<file path="config.mk">
export PLATFORM = sky130hd
export DESIGN_NAME = icb_sram_ctrl
export DESIGN_NICKNAME = d
export VERILOG_FILES = /design/src/rtl/icb_sram_ctrl.sv
export SDC_FILE = /design/constraint.sdc
export NUM_CORES = 1
export LEC_CHECK = 0
export CAP_MARGIN = 30
export CELL_PAD_IN_SITES_DETAIL_PLACEMENT = 2
export CELL_PAD_IN_SITES_GLOBAL_PLACEMENT = 2
export CORE_ASPECT_RATIO = 1.1
export CORE_MARGIN = 4
export CORE_UTILIZATION = 34
export CTS_CLUSTER_SIZE = 28
export DETAILED_ROUTE_END_ITERATION = 7
export PLACE_DENSITY_LB_ADDON = 0.1
export REMOVE_ABC_BUFFERS = 1
export SLEW_MARGIN = 10
export SYNTH_ARGS = -nofsm -noshare
export SYNTH_HDL_FRONTEND = slang
export SYNTH_SLANG_ARGS = --single-unit
</file>
<file path="constraint.sdc">
create_clock -name CLK -period 6.1 [get_ports CLK]
set_input_delay 0.915 -clock CLK [delete_from_list [all_inputs] [get_ports CLK]]
set_output_delay 0.915 -clock CLK [all_outputs]
set_load 0.05 [all_outputs]
</file>
<file path="src/rtl/icb_sram_ctrl.sv">
// rtl/icb_sram_ctrl.sv - ICB slave sequencing 32-bit commands into timed 16-bit async SRAM accesses
// Optional ICB_SRAM_RMW_EN: partial-halfword writes become read-modify-write.
module icb_sram_ctrl #(
  parameter int AW       = 20,
  parameter int WAIT_CYC = 1
) (
  input  logic          CLK,
  input  logic          RST,
  input  logic          icb_cmd_valid,
  output logic          icb_cmd_ready,
  input  logic [31:0]   icb_cmd_addr,
  input  logic          icb_cmd_read,
  input  logic [31:0]   icb_cmd_wdata,
  input  logic [3:0]    icb_cmd_wmask,
  output logic          icb_rsp_valid,
  input  logic          icb_rsp_ready,
  output logic [31:0]   icb_rsp_rdata,
  output logic          icb_rsp_err,
  output logic [AW-1:0] mem_address,
  output logic          mem_wren,
  output logic          mem_rden,
  output logic [15:0]   data_in,
  input  logic [15:0]   data_out
);

  typedef enum logic [2:0] {S_IDLE, S_SETUP, S_STROBE, S_HOLD, S_RSP} state_t;
  localparam logic [3:0] W_LAST = 4'(WAIT_CYC);

  state_t        r_state, w_state_nxt;
  logic          r_h, r_op_rd, r_read;
  logic [AW-2:0] r_word;
  logic [31:0]   r_wdata, r_rdacc;
  logic [3:0]    r_wmask, r_wcnt;
  logic          w_nxt_h, w_nxt_rd, w_hs, w_misal, w_last;
  logic          w_src_read, w_has0, w_has1, w_frd0, w_frd1;
  logic [AW-2:0] w_src_word;
  logic [31:0]   w_src_wdata;
  logic [3:0]    w_src_wmask;
  logic [15:0]   w_hw_sel, w_wr_hw;
  logic          w_unused;

  assign icb_cmd_ready = (r_state == S_IDLE);
  assign w_hs          = icb_cmd_valid & icb_cmd_ready;
  assign w_misal       = |icb_cmd_addr[1:0];
  assign w_last        = (r_wcnt == W_LAST);
  assign w_unused      = ^icb_cmd_addr[31:AW+1];

  // In IDLE the access plan is taken straight from the command bus; afterwards from the latch.
  assign w_src_read  = icb_cmd_ready ? icb_cmd_read : r_read;
  assign w_src_word  = icb_cmd_ready ? icb_cmd_addr[AW:2] : r_word;
  assign w_src_wdata = icb_cmd_ready ? icb_cmd_wdata : r_wdata;
  assign w_src_wmask = icb_cmd_ready ? icb_cmd_wmask : r_wmask;
  assign w_has0      = w_src_read | (|w_src_wmask[1:0]);
  assign w_has1      = w_src_read | (|w_src_wmask[3:2]);
  assign w_hw_sel    = w_nxt_h ? w_src_wdata[31:16] : w_src_wdata[15:0];

`ifdef ICB_SRAM_RMW_EN
  logic [15:0] r_rd_hw;
  logic [1:0]  w_m_sel;
  assign w_m_sel = w_nxt_h ? w_src_wmask[3:2] : w_src_wmask[1:0];
  // A partial mask pair has exactly one bit set, hence the xor.
  assign w_frd0  = w_src_read | (^w_src_wmask[1:0]);
  assign w_frd1  = w_src_read | (^w_src_wmask[3:2]);
  assign w_wr_hw = {w_m_sel[1] ? w_hw_sel[15:8] : r_rd_hw[15:8],
                    w_m_sel[0] ? w_hw_sel[7:0]  : r_rd_hw[7:0]};
`else
  assign w_frd0  = w_src_read;
  assign w_frd1  = w_src_read;
  assign w_wr_hw = w_hw_sel;
`endif

  always_comb begin
    w_state_nxt = r_state;
    w_nxt_h     = r_h;
    w_nxt_rd    = r_op_rd;
    case (r_state)
      S_IDLE: if (icb_cmd_valid) begin
        if (w_misal) w_state_nxt = S_RSP;
        else if (w_has0) begin
          w_state_nxt = S_SETUP; w_nxt_h = 1'b0; w_nxt_rd = w_frd0;
        end else if (w_has1) begin
          w_state_nxt = S_SETUP; w_nxt_h = 1'b1; w_nxt_rd = w_frd1;
        end else w_state_nxt = S_RSP;
      end
      S_SETUP:  w_state_nxt = S_STROBE;
      S_STROBE: if (w_last) w_state_nxt = S_HOLD;
      S_HOLD: begin
        // A read on a write command is the first half of a merge: write the same halfword next.
        if (r_op_rd && !r_read) begin
          w_state_nxt = S_SETUP; w_nxt_rd = 1'b0;
        end else if (!r_h && w_has1) begin
          w_state_nxt = S_SETUP; w_nxt_h = 1'b1; w_nxt_rd = w_frd1;
        end else w_state_nxt = S_RSP;
      end
      S_RSP:    if (icb_rsp_ready) w_state_nxt = S_IDLE;
      default:  w_state_nxt = S_IDLE;
    endcase
  end

  always_ff @(posedge CLK or posedge RST) begin
    if (RST) begin
      r_state <= S_IDLE; r_h <= 1'b0; r_op_rd <= 1'b0; r_read <= 1'b0;
      r_word <= '0; r_wdata <= '0; r_wmask <= '0; r_wcnt <= '0; r_rdacc <= '0;
      mem_address <= '0; mem_wren <= 1'b0; mem_rden <= 1'b0; data_in <= '0;
      icb_rsp_valid <= 1'b0; icb_rsp_rdata <= '0; icb_rsp_err <= 1'b0;
`ifdef ICB_SRAM_RMW_EN
      r_rd_hw <= '0;
`endif
    end else begin
      r_state <= w_state_nxt;
      r_h     <= w_nxt_h;
      r_op_rd <= w_nxt_rd;
      if (w_hs) begin
        r_word <= icb_cmd_addr[AW:2]; r_read <= icb_cmd_read;
        r_wdata <= icb_cmd_wdata; r_wmask <= icb_cmd_wmask;
        icb_rsp_err <= w_misal; icb_rsp_rdata <= '0;
      end
      if (w_state_nxt == S_SETUP) begin
        mem_address <= {w_src_word, w_nxt_h};
        if (!w_nxt_rd) data_in <= w_wr_hw;
      end
      mem_rden <= (w_state_nxt == S_STROBE) && w_nxt_rd;
      mem_wren <= (w_state_nxt == S_STROBE) && !w_nxt_rd;
      if (r_state == S_STROBE && !w_last) r_wcnt <= r_wcnt + 4'd1;
      else r_wcnt <= '0;
      if (r_state == S_STROBE && w_last && r_op_rd) begin
        if (r_h) r_rdacc[31:16] <= data_out;
        else     r_rdacc[15:0]  <= data_out;
`ifdef ICB_SRAM_RMW_EN
        r_rd_hw <= data_out;
`endif
      end
      if (r_state == S_HOLD && w_state_nxt == S_RSP) icb_rsp_rdata <= r_read ? r_rdacc : 32'd0;
      icb_rsp_valid <= (w_state_nxt == S_RSP);
      if (r_state == S_RSP && icb_rsp_ready) icb_rsp_err <= 1'b0;
    end
  end

endmodule
</file>
==> flow_summary.toml, run 1 <==
[flow_run]
cap_violations = 0

[synthesis]
synth_top_area_share_pct = 58.95
yosysSeqAreaShare_pct = 58.95
ys_warn_count = 0
synth.avg_cell_area_um2 = 14.04
yosys-top-cells-area = "dfrtp_1, mux2_2, mux2i_1, a22o_1, mux2_4"
synth_edf_count = 0
synth.most_common_cell = "dfrtp_1"
synthFlopType = "dfrtp_1"
synthArstFlopShare_pct = 100.0
netlist_area_um2 = 7089
synth.distinct_cells = 41
synthTopCellsByCount = "dfrtp_1, mux2_2, mux2i_1"
ys_ff_latch = 167
synth_area_leader_cell = "dfrtp_1"
syn-instance-count = 505

[min_path]
min_from = "mem_address[13]$_DFFE_PP0N_"
hold_class = "flip-flop to flip-flop"
hold_end = "mem_address[13]$_DFFE_PP0N_"
min_path_cells = 2

[power_and_ir_drop]
switchingPower_mw = 1.735
comb_power_share_pct = 40.6
powerDensity_nw_per_um2 = 492.7
leakage_nw = 4.116
power.share.sequential_pct = 37.0
peakVddDrop_v = 0.0002006
intPower_mw = 2.913
swShare_pct = 37.33
power_mw = 4.649
pwr-share-clk_pct = 22.4

[place]
gp_congestion = 0.8018
place_area_um2 = 8836
portBuffers = 150
pre_cts_ws_ns = 2.417
dp_hpwl_um = 12760
dp_cells = 890

[sta]
fin_ws_ns = 2.308
setup_viol = 0
hold_violations = 0
finalMaxSlewViolations = 0
max-slew-margin-rel_pct = 55.06
hold_slack_ns = 0.4845
fin_crit_ns = 3.792
tightest_slew_ns = 0.6741
min_period_over_period_pct = 62.17
setup_tns_ns = 0
fmax_mhz = 263.7
grt_setup_unrepaired = "false"
clock_skew_ns = 0.01032

[grt]
grt_use_total_pct = 16.34
antenna_found_initial = 0
grt-ovfl-total = 0
grt_pass1_wl_um = 30410
grt_max_degree = 74
first_global_vias = 5477

[clock_network]
path_clk_slew_ns = 0.06
cts_buffers = 17
cts_max_path_buffers = 2
clock-sinks = 167
hold_buffers = 0
clock_latency_ns = 0.42
post_cts_buffers = 0
cts_tree = "built"
clock-root-buffer = "clkbuf_16"
cts_resized = 0
htree_levels = 4

[die]
core_um2 = 20580
fp-row-count = 55
io_pins = 162
die_h_um = 159.4
die_w_um = 145.7
initial_utilization_pct = 34.45
die-area_um2 = 23230

[setup_path]
critPathKind = "flip-flop to primary output"
r2r_setup_slack_ns = 2.49
rr_startpoint = "r_state[2]$_DFF_PP0_"
crit_path_start_kind = "flip-flop"
worstPathRequired_ns = 5.18
worstSetupEndpointType = "primary output"
r2r_end = "icb_rsp_rdata[10]$_DFFE_PP0P_"
crit_fanout = 23
r2r_cells = 8
arrival_ns = 2.88

[status]
status = "complete, no violations"

[route]
finalWirelength_um = 18700
vias = 4651
wl_per_cell_um = 20.26
drc = 0
drt_iter0_markers = 87
dr.pass1.iters = 5
vias_per_cell = 5.039
ant_nets = 0

[cells_and_area]
layout-drive-gt1-share_pct = 23.54
final_cell_count_no_fill = 923
finalCoreUtilization_pct = 45.85
fin_nets = 746
areaGrowthSynthToFinish_pct = 33.07
fin_area_um2 = 9434
insertedDiodeCount = 0
logic make-up (layout without fill, tap and decap cells):
group / count (synthesis) / count (layout) / share of synthesized area (%)
AO/OA/AOI/OAI: 65 / 65 / 7.130
multiplexers: 170 / 170 / 26.35
flip-flops: 167 / 167 / 58.95
XOR/XNOR: 3 / 3 / 0.3707
AND/OR/NAND/NOR: 61 / 61 / 4.024
adder cells (fa/ha/maj): 2 / 2 / 0.3529
buffers and inverters: 37 / 199 / 2.824
power by group through the flow:
stage               clock network [mW]  registers, mW  logic, mW
floorplan                            0           2.12      0.915
global placement                     0           1.70       1.86
detailed placement                   0           1.74       1.92
CTS                               1.08           1.73       1.93
global route                      1.13           1.77       2.02
finish                            1.04           1.72       1.89
per-layer routing:
| layer | GRT usage [%] | vias up | wire [µm] |
|---|---|---|---|
| met5 | 0 | - | 0 |
| met4 | 5.052 | 0 | 261 |
| met3 | 4.839 | 20 | 1010 |
| met2 | 28.39 | 109 | 9485 |
| met1 | 19.52 | 2409 | 7938 |
| li1 | - | 2113 | - |
how the worst max path moves through the flow:
stage / depth (start not counted) / startpoint / slack (ns) / to
after CTS: 3 / r_state[2]$_DFF_PP0_ / 2.25 / icb_cmd_ready
after global routing: 3 / r_state[2]$_DFF_PP0_ / 2.21 / icb_cmd_ready
after global placement: 8 / r_state[2]$_DFF_PP0_ / 2.47 / data_in[5]$_DFFE_PP0P_
final: 3 / r_state[2]$_DFF_PP0_ / 2.31 / icb_cmd_ready
after detailed placement: 8 / r_state[2]$_DFF_PP0_ / 2.42 / icb_rsp_rdata[6]$_DFFE_PP0P_
after floorplan: 1 / RST / 0.67 / data_in[0]$_DFFE_PP0P_
area by class of cell:
type,count,area [µm²]
Fill cell,1993,11140
Sequential cell,167,4179
Multi-Input combinational cell,301,2725
Timing Repair Buffer,162,1615
Clock buffer,21,470.5
Tap cell,256,320.3
Clock inverter,10,96.34
Inverter,6,27.53
flip-flops by register name (all words and copies together), names as in the netlist, 2 cells and up:
name           count
icb_rsp_rdata     32
r_rdacc           32
r_wdata           32
mem_address       20
r_word            19
data_in           16
r_wcnt             4
r_state            3
r_wmask            2
critical path, cell delays in order, from the launching register on:
cell,delay [ns]
dfrtp_1,0.46
or3_1,0.53
inv_2,0.53
clkdlybuf4s50_1,0.93
placed cells by master, fill, tap and decap left out, types with 4 or more instances in the layout:
cell,count
mux2i_1,67
a22o_1,32
inv_1,4
mux2_4,10
o21ai_0,21
dfrtp_1,167
clkinv_4,4
nand3_1,4
clkdlybuf4s50_1,150
mux2_2,93
clkbuf_16,17
nor2_1,13
nand2_1,26
nor3_1,4
buf_4,9
(Power assumes the default switching activity.)
==> inputs of run 2 (changes only) <==
==> constraint.sdc (replaced) <==
create_clock -name CLK -period 4 [get_ports CLK]
set_input_delay 0.6 -clock CLK [delete_from_list [all_inputs] [get_ports CLK]]
set_output_delay 0.6 -clock CLK [all_outputs]
set_load 0.05 [all_outputs]
==> flow_summary.toml, run 2 (synthesized netlist as in run 1, its figures left out) <==
[status]
status = "complete, no violations"

[grt]
grt-ovfl-total = 0
grt_pass1_wl_um = 30300
gr-usage-met3_pct = 5.209
grt_max_degree = 94
grt_use_total_pct = 16.26
first_global_vias = 5481
antenna_found_initial = 0
grt.busiest_layer = "met2"
use_met1_pct = 19.68
met2_usage_pct = 28.07

[setup_path]
crit_fanout = 14
path_buf_inv = 2
cp_top_family = "buffers and inverters"
crit_path_cell_trace = "or3_1 > inv_2 > clkdlybuf4s50_1"
worstPathRequired_ns = 3.40
critPathKind = "flip-flop to primary output"
slowest_stage = "clkdlybuf4s50_1"
crit_path_start_kind = "flip-flop"
max_stage_delay_ns = 0.88
worstSetupEndpointType = "primary output"
arrival_ns = 2.64

[route]
finalWirelength_um = 18370
vias_per_cell = 4.997
ant_nets = 0
dr.pass1.iters = 4
wl_per_cell_um = 19.80
drc = 0
vias = 4637
drt_iter0_markers = 113

[die]
initial_utilization_pct = 34.45
die_w_um = 145.7
io_pins = 162
fp-row-count = 55
die-area_um2 = 23230
core_um2 = 20580
die_h_um = 159.4

[clock_network]
post_cts_buffers = 0
hold_buffers = 0
path_clk_slew_ns = 0.07
clock-root-buffer = "clkbuf_16"
clock-sinks = 167
cts_max_path_buffers = 2
cts_tree = "built"
cts_buffers = 17
cts_resized = 0
htree_levels = 4
clock_latency_ns = 0.42

[place]
dp_hpwl_um = 12770
place_area_um2 = 8886
portBuffers = 150
gp_congestion = 0.8000

[power_and_ir_drop]
peakVddDrop_v = 0.0003405
comb_power_share_pct = 40.0
intPower_mw = 4.550
powerDensity_nw_per_um2 = 759.1
swShare_pct = 37.10
power.share.sequential_pct = 36.2
power_mw = 7.234
pwr-share-clk_pct = 23.7
leakage_nw = 4.160
switchingPower_mw = 2.684

[cells_and_area]
finalCoreUtilization_pct = 46.32
areaGrowthSynthToFinish_pct = 34.43
fin_area_um2 = 9530
final_cell_mix = "dfrtp_1, clkdlybuf4s50_1, mux2_2, mux2i_1, a22o_1"
largestRegisters = "icb_rsp_rdata (32), r_rdacc (32), r_wdata (32)"
layout-drive-gt1-share_pct = 24.14
final_common_cell = "dfrtp_1"
fin_nets = 749

[sta]
min_period_over_period_pct = 80.92
grt_setup_unrepaired = "false"
hold_slack_ns = 0.4537
setup_viol = 0
finalMaxSlewViolations = 0
tightest_slew_ns = 0.5543
clock_skew_ns = 0.009753
setup_tns_ns = 0
max-slew-margin-rel_pct = 62.46
hold_violations = 0
fmax_mhz = 308.9
fin_crit_ns = 3.237

[flow_run]
cap_violations = 0

[min_path]
hold_class = "input port to asynchronous set/reset pin"
run 2: cell types whose count changed in the layout (fill, tap and decap cells not counted), moves of 2 or more:
cell | before | now
clkbuf_8 | 3 | 0
inv_6 | 2 | 6
bufinv_16 | 1 | 3
buf_4 | 9 | 11
run 2: per-stage QoR:
step | std cells | worst slack [ns]
after global routing | 927 | 0.6744
after detailed placement | 894 | 0.7884
after floorplan | 474 | -1.118
after global placement | 892 | 0.8732
final | 928 | 0.7630
after CTS | 926 | 0.7312
run 2: layout make-up:
class | instances | area [µm²]
inverter | 6 | 27.53
timing repair buffer | 165 | 1662
multi-input combinational | 301 | 2725
tap | 256 | 320.3
clock inverter | 15 | 188.9
fill | 1989 | 11050
sequential | 167 | 4179
antenna | 1 | 2.502
clock buffer | 17 | 425.4
run 2: final timing paths:
| kind | from | depth (start not counted) | to | slack, ns |
|---|---|---|---|---|
| hold reg to reg | mem_address[13]$_DFFE_PP0N_ | 2 | mem_address[13]$_DFFE_PP0N_ | 0.48 |
| setup / recovery | r_state[2]$_DFF_PP0_ | 3 | icb_cmd_ready | 0.76 |
| max in group asynchronous | RST | 4 | icb_rsp_rdata[4]$_DFFE_PP0P_ | 2.56 |
| hold / removal | RST | 2 | icb_rsp_rdata[7]$_DFFE_PP0P_ | 0.45 |
| min in group CLK | mem_address[13]$_DFFE_PP0N_ | 2 | mem_address[13]$_DFFE_PP0N_ | 0.48 |
| setup reg to reg | r_state[2]$_DFF_PP0_ | 8 | data_in[0]$_DFFE_PP0P_ | 1.17 |
run 2: routing by layer:
metal	vias to the layer above	share of wire, %	wire length, µm
li1	2129	-	-
met1	2394	43	7834
met2	101	51	9336
met3	13	5.6	1024
met4	0	0.96	176
met5	-	0	0
run 2: power groups by stage:
| stage | Sequential, mW | Combinational, mW | Clock, mW |
|---|---|---|---|
| floorplan | 3.24 | 1.40 | 0 |
| global placement | 2.60 | 2.85 | 0 |
| detailed placement | 2.66 | 2.95 | 0 |
| CTS | 2.63 | 2.95 | 1.77 |
| global route | 2.71 | 3.12 | 1.85 |
| finish | 2.62 | 2.90 | 1.72 |
run 2: worst register-to-register path, stage by stage, from the launching register on:
cell      delay [ns]
dfrtp_1         0.45
or3_1           0.52
inv_2           0.36
buf_4           0.44
nand3_1         0.13
o311ai_1        0.17
a211oi_4        0.04
buf_4           0.26
mux2_4          0.34
==> inputs of run 3 (changes only) <==
==> constraint.sdc (replaced) <==
create_clock -name CLK -period 3 [get_ports CLK]
set_input_delay 0.45 -clock CLK [delete_from_list [all_inputs] [get_ports CLK]]
set_output_delay 0.45 -clock CLK [all_outputs]
set_load 0.05 [all_outputs]
==> flow_summary.toml, run 3 (synthesized netlist as in run 1, its figures left out) <==
[clock_network]
cts_max_path_buffers = 2
htree_levels = 4
path_clk_slew_ns = 0.07
cts_resized = 0
cts_tree = "built"
clock-root-buffer = "clkbuf_16"
clock-sinks = 167
cts_buffers = 17
clock_latency_ns = 0.42
hold_buffers = 0
post_cts_buffers = 0

[setup_path]
worstSetupEndpointType = "primary output"
crit_path_cell_trace = "or3_1 > inv_2 > buf_12 > buf_12"
slowest_stage = "or3_1"
arrival_ns = 2.16
crit_path_start_kind = "flip-flop"
critPathMostFrequentCell = "buf_12"
worstPathRequired_ns = 2.55
critPathKind = "flip-flop to primary output"
max_stage_delay_ns = 0.53
path_buf_inv = 3
crit_fanout = 52
cp_top_family = "buffers and inverters"

[grt]
first_global_vias = 5620
antenna_found_initial = 2
grt_pass1_wl_um = 31570
grt_use_total_pct = 17.07
grt_max_degree = 69
grt-ovfl-total = 0

[sta]
setup_tns_ns = 0
grt_setup_unrepaired = "false"
fin_crit_ns = 2.612
setup_viol = 0
max-slew-margin-rel_pct = 60.06
finalMaxSlewViolations = 0
tightest_slew_ns = 0.5973
clock_skew_ns = 0.009819
hold_slack_ns = 0.4401
hold_violations = 0
min_period_over_period_pct = 87.08
fmax_mhz = 382.8

[cells_and_area]
final_cell_mix = "dfrtp_1, clkdlybuf4s50_1, mux2_2, mux2i_1, a22o_1"
final_common_cell = "dfrtp_1"
fillCellCount = 2002
largestRegisters = "icb_rsp_rdata (32), r_rdacc (32), r_wdata (32)"
layout-drive-gt1-share_pct = 23.95
final_cell_count_no_fill = 925
areaGrowthSynthToFinish_pct = 33.85
fin_nets = 746

[flow_run]
cap_violations = 0

[place]
dp_hpwl_um = 12990
dp_cells = 892
portBuffers = 150
gp_congestion = 0.7926

[min_path]
hold_class = "input port to asynchronous set/reset pin"

[die]
core_um2 = 20580
initial_utilization_pct = 34.45
die_w_um = 145.7
die_h_um = 159.4
fp-row-count = 55
io_pins = 162
die-area_um2 = 23230

[route]
drc = 0
vias = 4708
ant_nets = 0
drt_iter0_markers = 98
finalWirelength_um = 19290
dr.pass1.iters = 4
wl_per_cell_um = 20.85
vias_per_cell = 5.090

[status]
status = "complete, no violations"

[power_and_ir_drop]
leakage_nw = 4.129
powerDensity_nw_per_um2 = 1004
peakVddDrop_v = 0.0003904
[run 3: power breakdown]
part,total (mW),internal (mW),switching [mW]
Combinational,3.95,1.74,2.21
Sequential,3.51,3.04,0.466
Clock,2.07,1.14,0.932
Total,9.52,5.91,3.61
[run 3: metrics by stage]
stage	utilization (%)	setup slack (ns)	power, mW	cell area, µm²
after floorplan	-	-1.968	6.181	6912
after global placement	43.39	0.1306	7.314	8929
after detailed placement	43.39	0.06059	7.557	8929
after CTS	46.11	0.3304	9.704	9487
after global routing	46.11	0.2479	10.09	9487
final	46.12	0.3875	9.524	9489
[run 3: cell type report]
class	instances	area [µm²]	share of cell area, %
antenna	1	2.502	0.02637
tap	256	320.3	3.376
clock buffer	20	466.7	4.918
sequential	167	4179	44.04
timing repair buffer	162	1677	17.67
clock inverter	12	91.34	0.9626
multi-input combinational	301	2725	28.72
inverter	6	27.53	0.2901
[run 3: layer usage]
| layer | routed length, µm | vias up | global-route usage (%) |
|---|---|---|---|
| met4 | 198 | 4 | 4.534 |
| met2 | 10160 | 101 | 29.91 |
| met5 | 15 | - | 0 |
| met3 | 1043 | 17 | 5.380 |
| met1 | 7874 | 2467 | 20.30 |
| li1 | - | 2119 | - |
[run 3: final timing paths]
path                                       startpoint                       endpoint  slack, ns  depth (start not counted)
max                              r_state[2]$_DFF_PP0_                  icb_cmd_ready       0.39                          4
min                                               RST  icb_rsp_rdata[11]$_DFFE_PP0P_       0.44                          2
max reg2reg                      r_state[2]$_DFF_PP0_  icb_rsp_rdata[22]$_DFFE_PP0P_       0.51                          7
min reg2reg                mem_address[8]$_DFFE_PP0N_     mem_address[8]$_DFFE_PP0N_       0.48                          2
max in group asynchronous                         RST    mem_address[17]$_DFFE_PP0N_       1.77                          3
min in group CLK           mem_address[8]$_DFFE_PP0N_     mem_address[8]$_DFFE_PP0N_       0.48                          2
